`config.mk`:
```
export PLATFORM = sky130hd
export DESIGN_NAME = vote_display_scheduler
export DESIGN_NICKNAME = d
export VERILOG_FILES = /design/src/rtl/vote_display_scheduler.sv
export SDC_FILE = /design/constraint.sdc
export NUM_CORES = 1
export LEC_CHECK = 0
export ABC_AREA = 0
export CAP_MARGIN = 0
export CORE_MARGIN = 5
export CORE_UTILIZATION = 40
export CTS_CLUSTER_SIZE = 20
export DETAILED_ROUTE_END_ITERATION = 7
export SYNTH_ARGS = -nofsm -noshare
export SYNTH_HDL_FRONTEND = slang
export SYNTH_SLANG_ARGS = --single-unit
```
`constraint.sdc`:
```
create_clock -name clk -period 2.5 [get_ports clk]
set_input_delay 0.625 -clock clk [delete_from_list [all_inputs] [get_ports clk]]
set_output_delay 0.625 -clock clk [all_outputs]
set_load 0.01 [all_outputs]
```
`src/rtl/vote_display_scheduler.sv`:
```
// vote_display_scheduler
// Results-mode display controller: steps through the per-candidate vote
// counters, converts each to three BCD digits with a serial double-dabble
// engine and presents candidate id + hundreds/tens/ones nibbles for the
// 7-segment bank. Counts above 999 saturate to 999 and raise ovf_o.
// Each candidate stays on display for DWELL cycles, or less if next_i pulses.

module vote_display_scheduler #(
   parameter int N_CAND  = 4,
   parameter int COUNT_W = 10,
   parameter int DWELL   = 50_000_000
) (
   input  logic                        clk,
   input  logic                        rst_n,
   input  logic                        en,
   input  logic                        next_i,
   input  logic [N_CAND*COUNT_W-1:0]   counts_i,
   output logic [$clog2(N_CAND)-1:0]   sel_o,
   output logic [3:0]                  dig_cand_o,
   output logic [3:0]                  dig_hund_o,
   output logic [3:0]                  dig_tens_o,
   output logic [3:0]                  dig_ones_o,
   output logic                        valid_o,
   output logic                        busy_o,
   output logic                        ovf_o
);

   localparam int SEL_W = $clog2(N_CAND);
   localparam int DW_W  = $clog2(DWELL);
   localparam int BC_W  = $clog2(COUNT_W + 1);

   localparam logic [31:0] MAX_SHOWN = 32'd999;

   localparam logic [1:0] S_IDLE = 2'd0;
   localparam logic [1:0] S_LOAD = 2'd1;
   localparam logic [1:0] S_CONV = 2'd2;
   localparam logic [1:0] S_SHOW = 2'd3;

   logic [1:0]         state;
   logic [COUNT_W-1:0] bin;        // binary value being shifted out MSB first
   logic [11:0]        bcd;        // hundreds/tens/ones accumulating
   logic [BC_W-1:0]    bit_cnt;    // shifts completed in this conversion
   logic               ovf_pend;   // snapshot was saturated, shown at publish
   logic [DW_W-1:0]    dwell;
   logic [COUNT_W-1:0] cand_count;
   logic [7:0]         bcd_lo_adj;

   // Double-dabble correction: a digit of 5 or more would carry wrongly
   // when doubled, so bias it by 3 before the shift.
   function automatic logic [3:0] dabble(input logic [3:0] nib);
      return (nib >= 4'd5) ? nib + 4'd3 : nib;
   endfunction

   assign busy_o = (state == S_LOAD) || (state == S_CONV);

   // Only tens and ones need the correction: the loaded value is at most 999,
   // so the hundreds digit is at most 4 before every shift and never adjusts.
   assign bcd_lo_adj = {dabble(bcd[7:4]), dabble(bcd[3:0])};

   // Select the counter of the candidate currently addressed by sel_o.
   // NOTE: always_comb assigns a default first so no path leaves the output
   // unassigned, which would otherwise infer a latch.
   always_comb begin
      cand_count = '0;
      for (int k = 0; k < N_CAND; k++) begin
         if (sel_o == SEL_W'(k)) cand_count = counts_i[k*COUNT_W +: COUNT_W];
      end
   end

   // Scheduler FSM, conversion datapath and registered display outputs.
   // NOTE: all state here uses non-blocking assignments so every register
   // samples pre-edge values, independent of statement order.
   always_ff @(posedge clk) begin
      if (!rst_n || !en) begin
         state      <= S_IDLE;
         sel_o      <= '0;
         dig_cand_o <= 4'd0;
         dig_hund_o <= 4'd0;
         dig_tens_o <= 4'd0;
         dig_ones_o <= 4'd0;
         valid_o    <= 1'b0;
         ovf_o      <= 1'b0;
         ovf_pend   <= 1'b0;
         dwell      <= '0;
         bin        <= '0;
         bcd        <= '0;
         bit_cnt    <= '0;
      end else begin
         case (state)
            S_IDLE: begin
               sel_o <= '0;
               state <= S_LOAD;
            end
            S_LOAD: begin
               if (32'(cand_count) > MAX_SHOWN) begin
                  bin      <= COUNT_W'(MAX_SHOWN);
                  ovf_pend <= 1'b1;
               end else begin
                  bin      <= cand_count;
                  ovf_pend <= 1'b0;
               end
               bcd     <= '0;
               bit_cnt <= '0;
               state   <= S_CONV;
            end
            S_CONV: begin
               if (bit_cnt == BC_W'(COUNT_W)) begin
                  dig_hund_o <= bcd[11:8];
                  dig_tens_o <= bcd[7:4];
                  dig_ones_o <= bcd[3:0];
                  dig_cand_o <= 4'(sel_o) + 4'd1;
                  ovf_o      <= ovf_pend;
                  valid_o    <= 1'b1;
                  dwell      <= '0;
                  state      <= S_SHOW;
               end else begin
                  bcd     <= {bcd[10:8], bcd_lo_adj, bin[COUNT_W-1]};
                  bin     <= {bin[COUNT_W-2:0], 1'b0};
                  bit_cnt <= bit_cnt + 1'b1;
               end
            end
            S_SHOW: begin
               if (dwell == DW_W'(DWELL - 1) || next_i) begin
                  sel_o <= (sel_o == SEL_W'(N_CAND - 1)) ? '0 : sel_o + 1'b1;
                  state <= S_LOAD;
               end else begin
                  dwell <= dwell + 1'b1;
               end
            end
            default: state <= S_IDLE;
         endcase
      end
   end

endmodule
```
==> results of run 1 <==
## worst paths after layout
| kind | start | endpoint | cells past startpoint |
|---|---|---|---|
| hold / removal | dig_tens_o[3]$_SDFFE_PP0P_ | dig_tens_o[3]$_SDFFE_PP0P_ | 2 |
| hold reg to reg | dig_tens_o[3]$_SDFFE_PP0P_ | dig_tens_o[3]$_SDFFE_PP0P_ | 2 |
| setup reg to reg | sel_o[1]$_SDFFE_PP0P_ | bin[4]$_SDFFE_PP0P_ | 8 |
| setup / recovery | state[1]$_SDFFE_PP0P_ | busy_o | 3 |
## kinds of logic (layout without fill, tap and decap cells)
logic type	count (synthesis)	in the layout	share of synthesized area
mux	5	5	0.0130
xor+xnor	23	23	0.0522
other cells	1	1	0.000972
simple gates	214	214	0.278
compound gates	104	104	0.174
fa+ha+maj	16	16	0.0519
flops	74	74	0.384
buf+inv	40	112	0.0457
## power by group through the flow
stage | clock (mW) | sequential [mW] | combinational, mW
finish | 1.04 | 1.19 | 0.214
global route | 1.11 | 1.19 | 0.233
CTS | 1.06 | 1.19 | 0.215
detailed placement | 0 | 1.22 | 0.213
global placement | 0 | 1.22 | 0.211
floorplan | 0 | 1.22 | 0.0979
## critical path, cell delays in order, from the launching register on
cell and delay (ns):
dfxtp_1 0.39, inv_1 0.10, ha_2 0.39, clkdlybuf4s50_1 0.55
## cell type report
| type | count | share of cell area |
|---|---|---|
| Clock buffer | 10 | 0.0260 |
| Clock inverter | 6 | 0.0184 |
| Inverter | 14 | 0.0107 |
| Multi-Input combinational cell | 363 | 0.449 |
| Sequential cell | 74 | 0.302 |
| Tap cell | 129 | 0.0329 |
| Timing Repair Buffer | 82 | 0.160 |
## metal layers
| layer | vias to the layer above | global-route usage |
|---|---|---|
| met5 | - | 0 |
| met4 | 0 | 0.0559 |
| met3 | 13 | 0.0424 |
| met2 | 93 | 0.290 |
| met1 | 1651 | 0.218 |
| li1 | 1805 | - |
## sequential cells by signal, indices dropped and copies added (netlist names), 2 cells and up
| signal | cells |
|---|---|
| bcd | 12 |
| bin | 10 |
| bit_cnt | 4 |
| dig_cand_o | 3 |
| dig_hund_o | 4 |
| dig_ones_o | 4 |
| dig_tens_o | 4 |
| dwell | 26 |
| sel_o | 2 |
| state | 2 |
## synth_stat cells (2+ instances only)
cell	n	area share
o21ai_0	16	0.021
and2_1	3	0.0049
o31ai_1	4	0.0078
buf_2	6	0.0078
ha_1	16	0.052
buf_1	3	0.0029
a21oi_1	40	0.052
xor2_1	19	0.043
a22oi_1	11	0.021
inv_1	13	0.013
nand4_1	11	0.018
nor2_1	55	0.054
xnor2_1	4	0.0091
a31oi_1	3	0.0049
o211ai_1	6	0.012
nand3b_1	7	0.014
nor3_1	7	0.0091
nand2_1	72	0.070
mux2i_1	5	0.013
nand3_1	22	0.029
o221ai_1	3	0.0068
nor4_1	3	0.0049
nand3_2	2	0.0052
clkbuf_1	14	0.014
nand2b_1	6	0.0097
nor3_2	2	0.0052
o21a_1	2	0.0039
buf_6	2	0.0058
or2_2	2	0.0032
o22ai_1	4	0.0065
a211oi_1	7	0.014
and3_1	8	0.013
dfxtp_1	74	0.38
nor4b_1	2	0.0045
==> flow_metrics.py, run 1 <==
metrics = {
    "detailed_routing": {
        "post_drt_wl_per_cell_um": 14.7,
        "wl_met1_um": 4720,
        "wl_um": 9940,
        "ant_nets": 0,
        "wl_met3_um": 535,
        "vias": 3562,
        "drc": 0,
        "drt_iter0_drc": 213,
        "highest_layer": "met4",
        "drt_first_pass_iters": 4,
        "routed_via_density": 5.25,
        "wl_met2_um": 4530,
    },
    "logic_synthesis": {
        "netlist_area_um2": 3860,
        "synth-seq-area-share": 0.384,
        "ys.flop_type": "dfxtp_1",
        "ys_warn_count": 0,
        "async_flop_share": 0,
        "yosysUniqueCellTypes": 57,
        "synth_edf_count": 0,
        "syn-num-nets": 537,
        "syn_inst": 477,
        "postSynthAreaPerCell_um2": 8.08,
        "ys_seq_elements": 74,
    },
    "place": {
        "place_ws_ns": 0.0903,
        "placed_cells": 662,
        "place_congestion": 0.806,
        "place_hpwl_um": 7220,
        "dpl_cell_area_um2": 4680,
        "numPortBuffers": 63,
    },
    "power": {
        "seq_power_share": 0.488,
        "p_sw_frac": 0.237,
        "peakVddDrop_mv": 0.307,
        "p_leak_nw": 1.74,
        "intPower_mw": 1.86,
        "total_power_mw": 2.44,
        "power.density_nw_per_um2": 498,
        "combPwrFrac": 0.088,
        "switchingPower_mw": 0.578,
        "clockPowerShare": 0.424,
    },
    "global_routing": {
        "grt_max_degree": 30,
        "grt_antenna_before_repair": 0,
        "grt.overflow.total": 0,
        "grt_pass1_vias": 3426,
        "grtUsageTotal": 0.173,
        "grt_pass1_wl_um": 16300,
    },
    "final_layout": {
        "layout-drive-gt1-share": 0.104,
        "final_cells": 678,
        "fin_util": 0.526,
        "final_cell_mix": "dfxtp_1, nand2_1, clkdlybuf4s50_1, nor2_1, a21oi_1",
        "diodes": 0,
        "regArea_um2": 1480,
        "nNetsFinal": 604,
        "layout_commonest_cell": "dfxtp_1",
        "design_area_um2": 4900,
        "fill_cells": 910,
        "synthToLayoutAreaGrowth_pct": 27.2,
        "multi_input_area_um2": 2200,
    },
    "cts": {
        "cts.path.max_buffers": 2,
        "htreeDepth": 3,
        "clock-sinks": 74,
        "clk_pin_slew_ns": 0.08,
        "clkLatencyLatePin_ns": 0.35,
        "hold_buffers": 0,
        "cts-root-buf": "clkbuf_8",
        "cts_tree": "done",
        "numCtsBuffers": 9,
        "post_cts_resized": 0,
        "cts_setup_buffers": 0,
    },
    "timing": {
        "min_period_over_period": 0.957,
        "fin_setup_tns_ns": 0,
        "worst_slew_pin_slew_ns": 0.491,
        "holdWs_ns": 0.455,
        "fin_ws_ns": 0.107,
        "fmax_mhz": 418,
        "final-hold-violation-count": 0,
        "setup_viol": 0,
        "period_needed_ns": 2.39,
        "rsz0062_at_grt": "no",
        "max_slew_margin": 0.669,
        "final_max_slew_viol_count": 0,
        "clock_skew_ns": 0.0105,
    },
    "floorplan": {
        "die_h_um": 108,
        "die_x_um": 108,
        "num_io_pins": 65,
        "initial_core_util": 0.413,
        "dieArea_um2": 11700,
        "core_area_um2": 9330,
        "fp-row-count": 35,
    },
    "worst_setup_path": {
        "ff2ff_setup_slack_ns": 0.28,
        "critPathMaxFanout": 7,
        "arrival_ns": 1.77,
        "worstSetupPathType": "flip-flop to primary output",
        "start_kind": "flip-flop",
        "required_ns": 1.88,
        "end_kind": "primary output",
    },
    "worst_hold_path": {
        "hold_class": "flip-flop to flip-flop",
    },
    "outcome": {
        "status": "complete, no violations",
    },
    "job": {
        "maxCapViolCount": 0,
    },
}
No activity file was read; power rests on OpenSTA's default activity.
==> inputs of run 2 (changes only) <==
- CORE_MARGIN: 5 -> 4
- CTS_BUF_LIST: default -> sky130_fd_sc_hd__clkbuf_16
==> flow_metrics.py, run 2 (synthesized netlist as in run 1, its figures left out) <==
metrics = {
    "timing": {
        "clock_skew_ns": 0.00921,
        "final_max_slew_viol_count": 0,
        "holdWs_ns": 0.450,
        "setup_viol": 0,
        "max_slew_margin": 0.654,
        "min_period_over_period": 0.962,
        "fin_setup_tns_ns": 0,
        "rsz0062_at_grt": "no",
        "final-hold-violation-count": 0,
        "period_needed_ns": 2.40,
        "fin_ws_ns": 0.0961,
        "worst_slew_pin_slew_ns": 0.516,
        "fmax_mhz": 416,
    },
    "power": {
        "peakVddDrop_mv": 0.390,
        "power.density_nw_per_um2": 570,
        "intPower_mw": 2.26,
        "switchingPower_mw": 0.590,
        "p_sw_frac": 0.207,
        "p_leak_nw": 1.80,
        "seq_power_share": 0.419,
        "combPwrFrac": 0.073,
        "clockPowerShare": 0.508,
    },
    "job": {
        "maxCapViolCount": 0,
    },
    "worst_setup_path": {
        "critPathMaxFanout": 7,
        "r2r_start": "sel_o[0]$_SDFFE_PP0P_",
        "arrival_ns": 1.78,
        "end_kind": "primary output",
        "start_kind": "flip-flop",
        "reg2regPathDepth": 8,
        "ff2ff_setup_slack_ns": 0.27,
        "required_ns": 1.88,
        "worstPathCellList": "inv_1, ha_2, clkdlybuf4s50_1",
        "worstSetupPathType": "flip-flop to primary output",
        "r2r_end": "bin[4]$_SDFFE_PP0P_",
        "cp_slowest_cell": "clkdlybuf4s50_1",
        "critPathMaxStageDelay_ns": 0.56,
    },
    "detailed_routing": {
        "vias": 3536,
        "post_drt_wl_per_cell_um": 14.6,
        "wl_um": 9900,
        "drc": 0,
        "drt_first_pass_iters": 4,
        "ant_nets": 0,
        "drt_iter0_drc": 201,
        "routed_via_density": 5.22,
    },
    "global_routing": {
        "grt_antenna_before_repair": 0,
        "grtUsageTotal": 0.180,
        "grt_pass1_wl_um": 16600,
        "grt.overflow.total": 0,
        "grt_max_degree": 25,
        "grt_pass1_vias": 3432,
    },
    "worst_hold_path": {
        "hold_class": "flip-flop to flip-flop",
        "min_from": "dig_cand_o[1]$_SDFFE_PP0P_",
        "whs_path_depth": 2,
        "min_to": "dig_cand_o[1]$_SDFFE_PP0P_",
    },
    "cts": {
        "cts_tree": "done",
        "hold_buffers": 0,
        "clock-sinks": 74,
        "clk_pin_slew_ns": 0.06,
        "cts.path.max_buffers": 2,
        "clkLatencyLatePin_ns": 0.33,
        "htreeDepth": 3,
        "cts_setup_buffers": 0,
        "numCtsBuffers": 9,
        "cts-root-buf": "clkbuf_16",
    },
    "floorplan": {
        "dieArea_um2": 11300,
        "die_h_um": 106,
        "initial_core_util": 0.413,
        "core_area_um2": 9330,
        "die_x_um": 106,
        "num_io_pins": 65,
        "fp-row-count": 35,
    },
    "final_layout": {
        "diodes": 0,
        "final_cell_mix": "dfxtp_1, nand2_1, clkdlybuf4s50_1, nor2_1, a21oi_1",
        "fill_cells": 909,
        "nNetsFinal": 604,
        "top_regs": "dwell: 26 flops, bcd: 12 flops, bin: 10 flops",
        "max_flop_register": "dwell",
        "largest_reg_flops": 26,
        "synthToLayoutAreaGrowth_pct": 29.8,
        "layout_commonest_cell": "dfxtp_1",
        "fin_util": 0.537,
        "layout-drive-gt1-share": 0.100,
    },
    "place": {
        "place_congestion": 0.809,
        "numPortBuffers": 63,
        "place_ws_ns": 0.0701,
        "place_hpwl_um": 7220,
    },
    "outcome": {
        "status": "complete, no violations",
    },
}
==> run 2: changes by cell type in the layout (fill, tap and decap cells not counted) <==
cell        before  now
dfxtp_1         73   74
inv_1           13   14
clkbuf_16        0    9
bufinv_16        2    3
clkinvlp_4       1    0
buf_4           18   19
inv_6            1    0
dfxtp_2          1    0
clkbuf_1         1    0
clkbuf_8         9    0
buf_12           1    0
==> run 2: layout make-up <==
class	instances	area, um2	share of cell area
multi-input cells	363	2200	0.440
flip-flops and latches	74	1480	0.296
repair buffers	82	773	0.155
clock buffers	9	225	0.0450
well taps	129	161	0.0323
clock inverters	6	108	0.0215
inverters	14	52.6	0.0105
==> run 2: stage by stage <==
step | power (mW) | cell area, um2 | cells
finish | 2.85 | 5000 | 677
global placement | 1.43 | 4670 | 662
global route | 2.97 | 5000 | 677
detailed placement | 1.43 | 4670 | 662
floorplan | 1.32 | 3860 | 477
CTS | 2.89 | 5000 | 677
==> run 2: how the worst max path moves through the flow <==
stage | from | end | slack, ns | cells after the start
after global routing | state[0]$_SDFFE_PP0P_ | busy_o | 0.03 | 3
after floorplan | sel_o[0]$_SDFFE_PP0P_ | bin[4]$_SDFFE_PP0P_ | 0.41 | 10
after detailed placement | counts_i[6] | bin[0]$_SDFFE_PP0P_ | 0.07 | 7
after global placement | counts_i[6] | bin[0]$_SDFFE_PP0P_ | 0.16 | 7
after CTS | state[0]$_SDFFE_PP0P_ | busy_o | 0.04 | 3
final | state[0]$_SDFFE_PP0P_ | busy_o | 0.1 | 3
==> run 2: layer usage <==
layer  wire length [um]  track usage  vias up
met3                528       0.0468        7
met4                 80       0.0398        0
met5                  0            0        -
li1                   -            -     1806
met1               4590        0.239     1644
met2               4700        0.293       79
==> run 2: critical path: cells and delay by family (launching register included) <==
family,cells,cell delay [ns]
fa+ha+maj,1,0.39
buf+inv,2,0.65
flops,1,0.42
==> run 2: power by group through the flow <==
stage          registers [mW]  clock network (mW)  logic, mW
3_5_place_dp             1.22                   0      0.210
2_1_floorplan            1.22                   0     0.0979
5_1_grt                  1.19                1.55      0.230
6_report                 1.19                1.45      0.209
4_1_cts                  1.19                1.49      0.211
3_3_place_gp             1.22                   0      0.209
==> run 2: repair_timing <==
action,CTS,global route
gates resized for setup,0,2
endpoints found under the setup margin,0,3
hold endpoints to repair,0,0
==> inputs of run 3 (changes only) <==
- CORE_ASPECT_RATIO: default -> 1.1
==> flow_metrics.py, run 3 (synthesized netlist as in run 1, its figures left out) <==
metrics = {
    "cts": {
        "clk_pin_slew_ns": 0.06,
        "clock-sinks": 74,
        "clkLatencyLatePin_ns": 0.33,
        "htreeDepth": 3,
        "cts_tree": "done",
        "cts-root-buf": "clkbuf_16",
        "cts.path.max_buffers": 2,
        "numCtsBuffers": 9,
        "hold_buffers": 0,
    },
    "worst_setup_path": {
        "crit_buf_inv": 2,
        "critPathMaxFanout": 7,
        "worstPathCellList": "inv_1, ha_2, clkdlybuf4s50_1",
        "required_ns": 1.88,
        "arrival_ns": 1.77,
        "worstSetupPathType": "flip-flop to primary output",
        "critPathMaxStageDelay_ns": 0.56,
        "start_kind": "flip-flop",
        "cpLargestDelayFamily": "buffers and inverters",
        "end_kind": "primary output",
        "cp_slowest_cell": "clkdlybuf4s50_1",
    },
    "final_layout": {
        "design_area_um2": 4910,
        "largest_reg_flops": 26,
        "final_cell_mix": "dfxtp_1, nand2_1, clkdlybuf4s50_1, nor2_1, a21oi_1",
        "layout-drive-gt1-share": 0.0974,
        "top_regs": "dwell: 26 flops, bcd: 12 flops, bin: 10 flops",
        "nNetsFinal": 599,
        "final_cells": 661,
        "synthToLayoutAreaGrowth_pct": 27.3,
        "max_flop_register": "dwell",
        "fin_util": 0.522,
        "layout_commonest_cell": "dfxtp_1",
        "diodes": 0,
    },
    "place": {
        "place_congestion": 0.785,
        "dpl_cell_area_um2": 4630,
        "place_ws_ns": 0.133,
        "placed_cells": 645,
        "place_hpwl_um": 6860,
        "numPortBuffers": 63,
    },
    "floorplan": {
        "fp-row-count": 37,
        "core_area_um2": 9400,
        "die_h_um": 111,
        "num_io_pins": 65,
        "dieArea_um2": 11300,
        "initial_core_util": 0.410,
        "die_x_um": 102,
    },
    "global_routing": {
        "grtUsageTotal": 0.172,
        "grt_antenna_before_repair": 0,
        "grt.overflow.total": 0,
        "grt_max_degree": 47,
        "grt_pass1_vias": 3385,
        "grt_pass1_wl_um": 15900,
    },
    "timing": {
        "min_period_over_period": 0.958,
        "rsz0062_at_grt": "no",
        "fin_setup_tns_ns": 0,
        "worst_slew_pin_slew_ns": 0.549,
        "final_max_slew_viol_count": 0,
        "max_slew_margin": 0.632,
        "clock_skew_ns": 0.00514,
        "fmax_mhz": 418,
        "final-hold-violation-count": 0,
        "period_needed_ns": 2.40,
        "setup_viol": 0,
        "fin_ws_ns": 0.105,
    },
    "outcome": {
        "status": "complete, no violations",
    },
    "worst_hold_path": {
        "hold_class": "flip-flop to flip-flop",
    },
    "detailed_routing": {
        "wl_um": 9300,
        "drt_iter0_drc": 88,
        "vias": 3472,
        "routed_via_density": 5.25,
        "drt_first_pass_iters": 4,
        "ant_nets": 0,
        "drc": 0,
        "post_drt_wl_per_cell_um": 14.1,
    },
    "power": {
        "peakVddDrop_mv": 0.309,
        "p_leak_nw": 1.75,
        "power.density_nw_per_um2": 530,
    },
    "job": {
        "maxCapViolCount": 0,
    },
}
==> run 3: cell types whose count changed in the layout (fill, tap and decap cells not counted), sizes merged <==
cell,delta
buf,-5
bufinv,-3
clkinv,+2
inv,+2
==> run 3: report_power, final <==
group / internal, mW / switching (mW) / leakage [nW] / total [mW]
sequential: 1.19 / 0.00604 / 0.597 / 1.19
combinational: 0.109 / 0.0979 / 1.01 / 0.207
clock: 0.678 / 0.523 / 0.140 / 1.20
==> run 3: tightest hold or removal path: cells and delay by family (launching register included) <==
family           cells  cell delay, ns
flip-flops           1            0.31
AND/OR/NAND/NOR      1            0.05
AO/OA/AOI/OAI        1            0.05
==> run 3: per-stage QoR <==
step | hold WS (ns) | power [mW]
after floorplan | 0.432 | 1.32
after detailed placement | 0.448 | 1.43
final | 0.454 | 2.60
after CTS | 0.457 | 2.65
after global routing | 0.473 | 2.73
after global placement | 0.445 | 1.42
==> run 3: final timing paths <==
check,slack (ns),from,cells past startpoint,to
worst max-delay path,0.10,state[0]$_SDFFE_PP0P_,3,busy_o
worst min-delay path,0.45,dig_tens_o[2]$_SDFFE_PP0P_,2,dig_tens_o[2]$_SDFFE_PP0P_
worst max register to register,0.22,state[0]$_SDFFE_PP0P_,8,dwell[25]$_SDFFE_PP0P_
worst min register to register,0.45,dig_tens_o[2]$_SDFFE_PP0P_,2,dig_tens_o[2]$_SDFFE_PP0P_
==> run 3: repair_timing <==
item                                    in CTS  in global routing
endpoints found under the hold margin        0                  0
gates resized for setup                      0                  3
buffers inserted                             0                  0
endpoints found under the setup margin       0                  4
==> run 3: final cells by class <==
type,instances,area [um2]
clock buffer,9,225
clock inverter,7,50.0
fill,916,4490
inverter,14,52.6
multi-input combinational,363,2200
sequential,74,1480
tap,117,146
timing repair buffer,77,748
==> run 3: layer usage <==
layer / wire (um) / track usage / share of wire / vias to the layer above
li1: - / - / - / 1796
met1: 4170 / 0.221 / 0.45 / 1620
met2: 4720 / 0.286 / 0.51 / 44
met3: 289 / 0.0289 / 0.031 / 12
met4: 124 / 0.0621 / 0.013 / 0
met5: 0 / 0 / 0 / -
